===== src/rtl/down_timer_if.sv =====
// Control/status bundle of the down-counting interval timer.
// master = the sequencing logic that loads and enables the timer, slave = the timer.
interface down_timer_if #(
    parameter int WIDTH = 16
);
    logic [WIDTH-1:0] D;
    logic             LOAD;
    logic             ENP;
    logic             ENT;
    logic             AUTO;
    logic [WIDTH-1:0] Q;
    logic             BUSY;
    logic             DONE;
    logic             BORROW;
    logic             dbg_run;   // FSM state for checkers: 1 = RUN, 0 = IDLE

    // All inputs are level signals sampled on the rising clock edge; there is no
    // valid/ready pairing. LOAD is a one-cycle command, DONE a one-cycle response.
    modport master (
        output D, LOAD, ENP, ENT, AUTO,
        input  Q, BUSY, DONE, BORROW, dbg_run
    );

    modport slave (
        input  D, LOAD, ENP, ENT, AUTO,
        output Q, BUSY, DONE, BORROW, dbg_run
    );
endinterface


===== src/rtl/down_timer.sv =====
// Loadable down-counting interval timer with prescaler, ENP/ENT pause and optional
// auto-reload; pulses DONE for one cycle when the count expires.
module down_timer #(
    parameter int WIDTH    = 16,
    parameter int PRESCALE = 4
) (
    input  logic         CLK,
    input  logic         CLR,
    down_timer_if.slave  bus
);
    localparam int PW = (PRESCALE > 1) ? $clog2(PRESCALE) : 1;
    localparam logic [PW-1:0]    P_LAST = PW'(PRESCALE - 1);
    localparam logic [WIDTH-1:0] ONE    = WIDTH'(1);

    typedef enum logic { IDLE = 1'b0, RUN = 1'b1 } state_t;

    state_t           state;
    logic [WIDTH-1:0] q_r;
    logic [WIDTH-1:0] r_r;
    logic [PW-1:0]    p_cnt;
    logic             done_r;
    logic             en;

    assign en = bus.ENP && bus.ENT;

    always_ff @(posedge CLK) begin
        if (CLR) begin
            state  <= IDLE;
            q_r    <= '0;
            r_r    <= '0;
            p_cnt  <= '0;
            done_r <= 1'b0;
        end else if (bus.LOAD) begin
            // A restart discards any partial prescale; a zero interval never runs.
            q_r    <= bus.D;
            r_r    <= bus.D;
            p_cnt  <= '0;
            done_r <= 1'b0;
            state  <= (bus.D != '0) ? RUN : IDLE;
        end else begin
            done_r <= 1'b0;
            if (state == RUN && en) begin
                if (p_cnt != P_LAST) begin
                    p_cnt <= p_cnt + 1'b1;
                end else begin
                    p_cnt <= '0;
                    if (q_r == ONE) begin
                        // Expiry: auto-reload jumps straight back to R so Q never shows 0.
                        done_r <= 1'b1;
                        if (bus.AUTO) begin
                            q_r <= r_r;
                        end else begin
                            q_r   <= '0;
                            state <= IDLE;
                        end
                    end else begin
                        q_r <= q_r - 1'b1;
                    end
                end
            end
        end
    end

    assign bus.Q       = q_r;
    assign bus.BUSY    = (state == RUN);
    assign bus.DONE    = done_r;
    assign bus.BORROW  = bus.ENT && (q_r == '0);
    assign bus.dbg_run = (state == RUN);
endmodule


===== src/flat_wrapper.sv =====
// flat-port wrapper written by rule: the top's interface ports become plain ports
module down_timer_flat 
#(
    parameter int WIDTH    = 16,
    parameter int PRESCALE = 4
)
  (CLK, CLR, bus_D, bus_LOAD, bus_ENP, bus_ENT, bus_AUTO, bus_Q, bus_BUSY, bus_DONE, bus_BORROW, bus_dbg_run);
  down_timer_if #(.WIDTH(WIDTH)) bus_i ();
  input  logic CLK;
  input  logic CLR;
  input wire logic [$bits(bus_i.D)-1:0] bus_D;
  input wire logic [$bits(bus_i.LOAD)-1:0] bus_LOAD;
  input wire logic [$bits(bus_i.ENP)-1:0] bus_ENP;
  input wire logic [$bits(bus_i.ENT)-1:0] bus_ENT;
  input wire logic [$bits(bus_i.AUTO)-1:0] bus_AUTO;
  output wire logic [$bits(bus_i.Q)-1:0] bus_Q;
  output wire logic [$bits(bus_i.BUSY)-1:0] bus_BUSY;
  output wire logic [$bits(bus_i.DONE)-1:0] bus_DONE;
  output wire logic [$bits(bus_i.BORROW)-1:0] bus_BORROW;
  output wire logic [$bits(bus_i.dbg_run)-1:0] bus_dbg_run;
  assign bus_i.D = bus_D;
  assign bus_i.LOAD = bus_LOAD;
  assign bus_i.ENP = bus_ENP;
  assign bus_i.ENT = bus_ENT;
  assign bus_i.AUTO = bus_AUTO;
  assign bus_Q = bus_i.Q;
  assign bus_BUSY = bus_i.BUSY;
  assign bus_DONE = bus_i.DONE;
  assign bus_BORROW = bus_i.BORROW;
  assign bus_dbg_run = bus_i.dbg_run;
  down_timer #(.WIDTH(WIDTH), .PRESCALE(PRESCALE)) u_core (.CLK(CLK), .CLR(CLR), .bus(bus_i));
endmodule

===== config.mk =====
export PLATFORM = sky130hd
export DESIGN_NAME = down_timer_flat
export DESIGN_NICKNAME = d
export VERILOG_FILES = /design/src/rtl/down_timer_if.sv /design/src/rtl/down_timer.sv /design/src/flat_wrapper.sv
export SDC_FILE = /design/constraint.sdc
export NUM_CORES = 1
export LEC_CHECK = 0
export ABC_AREA = 1
export BUFFER_PORTS_ARGS = -buffer_cell sky130_fd_sc_hd__buf_2
export CORE_MARGIN = 2
export CORE_UTILIZATION = 50
export DETAILED_ROUTE_END_ITERATION = 7
export GPL_ROUTABILITY_DRIVEN = 1
export HOLD_SLACK_MARGIN = 0.05
export PLACE_DENSITY_LB_ADDON = 0.05
export SYNTH_ARGS = -nofsm -noshare
export SYNTH_HDL_FRONTEND = slang
export SYNTH_SLANG_ARGS = --single-unit

===== constraint.sdc =====
create_clock -name CLK -period 1.85 [get_ports CLK]
set_clock_uncertainty 0.2 [all_clocks]
set_input_delay 0.0925 -clock CLK [delete_from_list [all_inputs] [get_ports CLK]]
set_output_delay 0.0925 -clock CLK [all_outputs]
set_load 0.1 [all_outputs]

Word level (Yosys, flattened, before mapping)
Index checks and enable logic that the tools add are counted.
{"block": "word_totals", "word_cells": 36, "regBits": 36}
{"block": "op_classes", "add_sub_neg": 2, "n_eq_ne": 4, "mux": 13, "bitwise": 1, "reduce_logical": 11}
{"operator": "two-way mux 16 bit", "count": 5}
{"operator": "== test 16 x 1 -> 1 bit (second input constant)", "count": 1}
{"operator": "logical NOT 16 bit", "count": 1}
{"operator": "nonzero test 16 bit", "count": 1}
{"operator": "subtractor 16 x 1 -> 16 bit (second input constant)", "count": 1}
{"operator": "two-way mux 1 bit", "count": 7}
{"operator": "inequality test 2 bit (second input constant)", "count": 3}
{"operator": "AND reduction 4 bit", "count": 1}
{"operator": "nonzero test 2 bit", "count": 2}
{"operator": "OR reduction 4 bit", "count": 1}
{"operator": "logical AND 1 bit", "count": 3}
{"operator": "adder 2 x 1 -> 2 bit (second input constant)", "count": 1}
{"operator": "two-way mux 2 bit", "count": 1}
{"operator": "AND reduction 2 bit", "count": 1}
{"operator": "OR reduction 2 bit", "count": 1}
{"operator": "inverter 1 bit", "count": 1}

Logic depth before layout (Yosys ltp)
{"block": "depth", "word_depth": 5, "ltp_mapped": 11, "depth_no_buf": 11}

Worst setup path before layout
OpenSTA, ideal clock, no wires.
{"block": "synth_timing", "kind": "register -> output", "startpoint": "reg u_core.q_r[0] (netlist: u_core.bus.Q[0])", "endpoint": "out bus_BORROW", "n_path_buf": 0, "required_ns": 1.558, "slack_ns": -0.730, "path_stages_with_launch": 6, "arrival_ns": 2.288, "path_cell_list": "dfxtp_1 inv_1 ha_1 nand2_1 nor2_1 and3_1"}
{"block": "synth_via", "elab_chain_len": 2}
{"element": "start: declaration", "line_no": "down_timer.sv:18", "rtl": "logic [WIDTH-1:0] q_r;"}
{"element": "start signal: assignment", "line_no": "down_timer.sv:35", "rtl": "q_r <= bus.D;"}
{"element": "start signal: assignment", "line_no": "down_timer.sv:51", "rtl": "q_r <= r_r;"}
{"element": "start signal: assignment", "line_no": "down_timer.sv:57", "rtl": "q_r <= q_r - 1'b1;"}
{"element": "logical NOT 16 bit", "line_no": "down_timer.sv:67", "rtl": "assign bus.BORROW = bus.ENT && (q_r == '0);"}
{"element": "logical AND 1 bit", "line_no": "down_timer.sv:67"}
{"element": "end: declaration", "line_no": "flat_wrapper.sv:19", "rtl": "output wire logic [$bits(bus_i.BORROW)-1:0] bus_BORROW;"}
Every way passes these cells.

Worst setup path after layout
{"block": "layout_timing", "startpoint": "reg u_core.q_r[10] (netlist: u_core.bus.Q[10])", "endpoint": "out bus_BORROW"}
Same word-level chain as after synthesis.

==> flow_metrics.py <==
metrics = {
    "worst_hold_path": {
        "hold_class": "in -> reg",
        "min_path_cells": 4,
        "min_to": "u_core.bus.Q[11]",
        "worstHoldStart": "bus_AUTO",
    },
    "flow_run": {
        "cap_violations": 0,
    },
    "floorplan": {
        "initial_core_util_pct": 51.9,
        "row_count": 23,
        "die_h_um": 68.4,
        "dieWidth_um": 68.4,
        "io-pin-count": 42,
        "core_area_um2": 4000,
        "dieArea_um2": 4680,
    },
    "pwr": {
        "power_density_nw_per_um2": 729,
        "ir_worst_vdd_v": 0.000427,
        "p_leak_nw": 1.43,
        "power_mw": 2.16,
    },
    "drt": {
        "viasPerCell": 5.31,
        "drc": 0,
        "drt_iter0_drc": 182,
        "first_pass_iters": 5,
        "finalWirelength_um": 6580,
        "drtAntennaViolNets": 0,
        "wl_per_cell_um": 14.1,
        "vias": 2482,
    },
    "placement": {
        "post-place-ws_ns": 0.117,
        "io_buffers": 41,
        "gp_congestion": 0.874,
        "place_hpwl_um": 4300,
    },
    "critical_path": {
        "reg2reg_slack_ns": 0.13,
        "crit_arrival_ns": 1.51,
        "cp_slowest_stage_delay_ns": 0.36,
        "critPathBufInv": 2,
        "startpoint_type": "register",
        "r2r_start": "u_core.bus.Q[10]",
        "ff2ff_path_depth": 10,
        "path_class": "reg -> out",
        "crit_slowest_cell": "dfxtp_2",
        "crit_required_ns": 1.56,
        "path_cells": "nor2_2 -> nand2_2 -> nor3_4 -> buf_6 -> and3_4 -> buf_12",
        "r2r-end": "u_core.bus.Q[3]",
        "cp-end-kind": "primary output",
        "cpLargestDelayFamily": "simple AND/OR/NAND/NOR gates",
        "cp_max_fo": 6,
    },
    "sta": {
        "setup_viol": 0,
        "worst_pin_slew_ns": 0.539,
        "fmax_ghz": 0.555,
        "slew_violations": 0,
        "fin_ws_ns": 0.0483,
        "slew_headroom_pct": 63.8,
        "hold_violations": 0,
        "fin_crit_ns": 1.80,
        "setup_tns_ns": 0,
        "period_share_pct": 97.4,
    },
    "cells_and_area": {
        "diodes": 0,
        "final_common_cell": "nand2_1",
        "final_net_count": 441,
        "area_growth_pct": 42.9,
        "final_cell_mix": "99 x nand2_1, 40 x buf_2, 34 x a21oi_1",
        "drive_above_1_share_pct": 27.8,
    },
    "clock_tree": {
        "max-clock-path-buffers": 2,
        "cts.reportedPaths.clkPinSlew_ns": 0.08,
        "clockRootBuffer": "clkbuf_8",
        "clk_latency_ns": 0.29,
        "cts_buffers": 5,
        "cts.sinks": 36,
        "ctsHtreeMaxLevel": 2,
        "cts_tree": "yes",
    },
    "global_route": {
        "grt_pass1_wl_um": 10500,
        "grt_max_degree": 28,
        "grt_pass1_vias": 2301,
        "antenna_found_initial": 0,
        "grt_use_total_pct": 30.5,
        "overflow": 0,
    },
    "logic_synthesis": {
        "syn_inst": 328,
        "synth.yosys.seq_area_share_pct": 34.7,
        "synthTopCellsByArea": "dfxtp_1 35%, nand2_1 19%, a21oi_1 8.2%",
        "yosysTopAreaCellShare_pct": 34.7,
        "avgSynthCellArea_um2": 6.32,
        "synth_nets": 353,
        "yosys.area.top_type": "dfxtp_1",
        "netlist-cell-type-count": 28,
        "yosys_warnings": 0,
        "ys_ff_latch": 36,
        "synthesis.area_um2": 2070,
    },
    "run_status": {
        "outcome": "finished, final reports clean",
    },
}
==> worst min-delay path: stages <==
cell and delay [ns]:
buf_2 0.12, nand3_2 0.11, o21a_1 0.12, a21oi_1 0.06
==> stage by stage <==
stage / utilization, % / hold slack (ns) / area, um2 / std cells
2_1_floorplan: - / 0.0415 / 2110 / 328
3_3_place_gp: 62.1 / 0.174 / 2480 / 425
3_5_place_dp: 62.1 / 0.181 / 2480 / 425
4_1_cts: 72.5 / 0.0618 / 2900 / 464
5_1_grt: 74.1 / 0.0639 / 2960 / 467
6_report: 74.1 / 0.0340 / 2960 / 467
==> what timing repair did <==
action | 4_1_cts | 5_1_grt
pin swaps | 2 | 2
hold buffers | 27 | 0
hold endpoints to repair | 33 | 0
setup endpoints to repair | 1 | 9
setup buffers | 4 | 3
gates resized for setup | 8 | 16
==> report_power, final <==
part / switching [mW] / internal, mW
Combinational: 0.468 / 0.249
Clock: 0.281 / 0.304
Sequential: 0.0398 / 0.819
==> Yosys cell counts <==
master,n
o21a_1,1
xor2_1,5
nand3_1,18
inv_1,34
o22ai_1,2
buf_2,4
buf_6,1
a21o_1,1
o21ai_2,3
nor2_2,1
o21ai_0,17
nand2_2,2
dfxtp_1,36
nor3_1,3
nor3_4,1
and3_1,2
a21oi_1,34
nor2_4,1
ha_1,3
or2_0,1
buf_1,2
nor4_1,2
buf_4,1
nor2_1,31
a31oi_1,1
nand4_1,12
nand2_1,103
clkbuf_1,6
==> flip-flops by register name, indices dropped and copies added (netlist names) <==
name / count
u_core.bus.BUSY: 1
u_core.p_cnt: 2
u_core.bus.Q: 16
u_core.r_r: 16
u_core.bus.DONE: 1
==> layer usage <==
metal / global-route usage [%] / routed length, um / up-vias / share of wire, %
met1: 37.8 / 2700 / 1130 / 41
li1: - / - / 1237 / -
met3: 6.09 / 420 / 13 / 6.4
met2: 50.5 / 3340 / 102 / 51
met4: 14.0 / 120 / 0 / 1.8
met5: 0 / 0 / - / 0
==> logic make-up (layout without fill, tap and decap cells) <==
kind of cell	after synthesis	after routing	share of synthesized area (%)
AOI/OAI and AO/OA	59	59	15.2
and+or+nand+nor	177	177	36.7
adders and majority gates	3	3	1.81
xor gates and xnor gates	5	5	2.11
DFF	36	36	34.7
buffers and inverters	48	137	9.47
==> layout make-up <==
cell class                 count  area [um2]
inverter                      34         133
sequential                    36         752
tap                           50        62.6
fill                         331        1040
multi-input combinational    244        1210
clock buffer                   8        90.1
timing repair buffer          95         717
==> worst max-delay path by stage <==
stage                             to  cells after the start              from
floorplan                 bus_BORROW                      5  u_core.bus.Q[12]
global placement    u_core.bus.Q[10]                     12   u_core.bus.Q[0]
detailed placement  u_core.bus.Q[13]                     10   u_core.bus.Q[1]
CTS                       bus_BORROW                      7   u_core.bus.Q[0]
global route        u_core.bus.Q[13]                     10   u_core.bus.Q[1]
finish                    bus_BORROW                      6  u_core.bus.Q[10]
No activity file was read; power rests on OpenSTA's default activity.
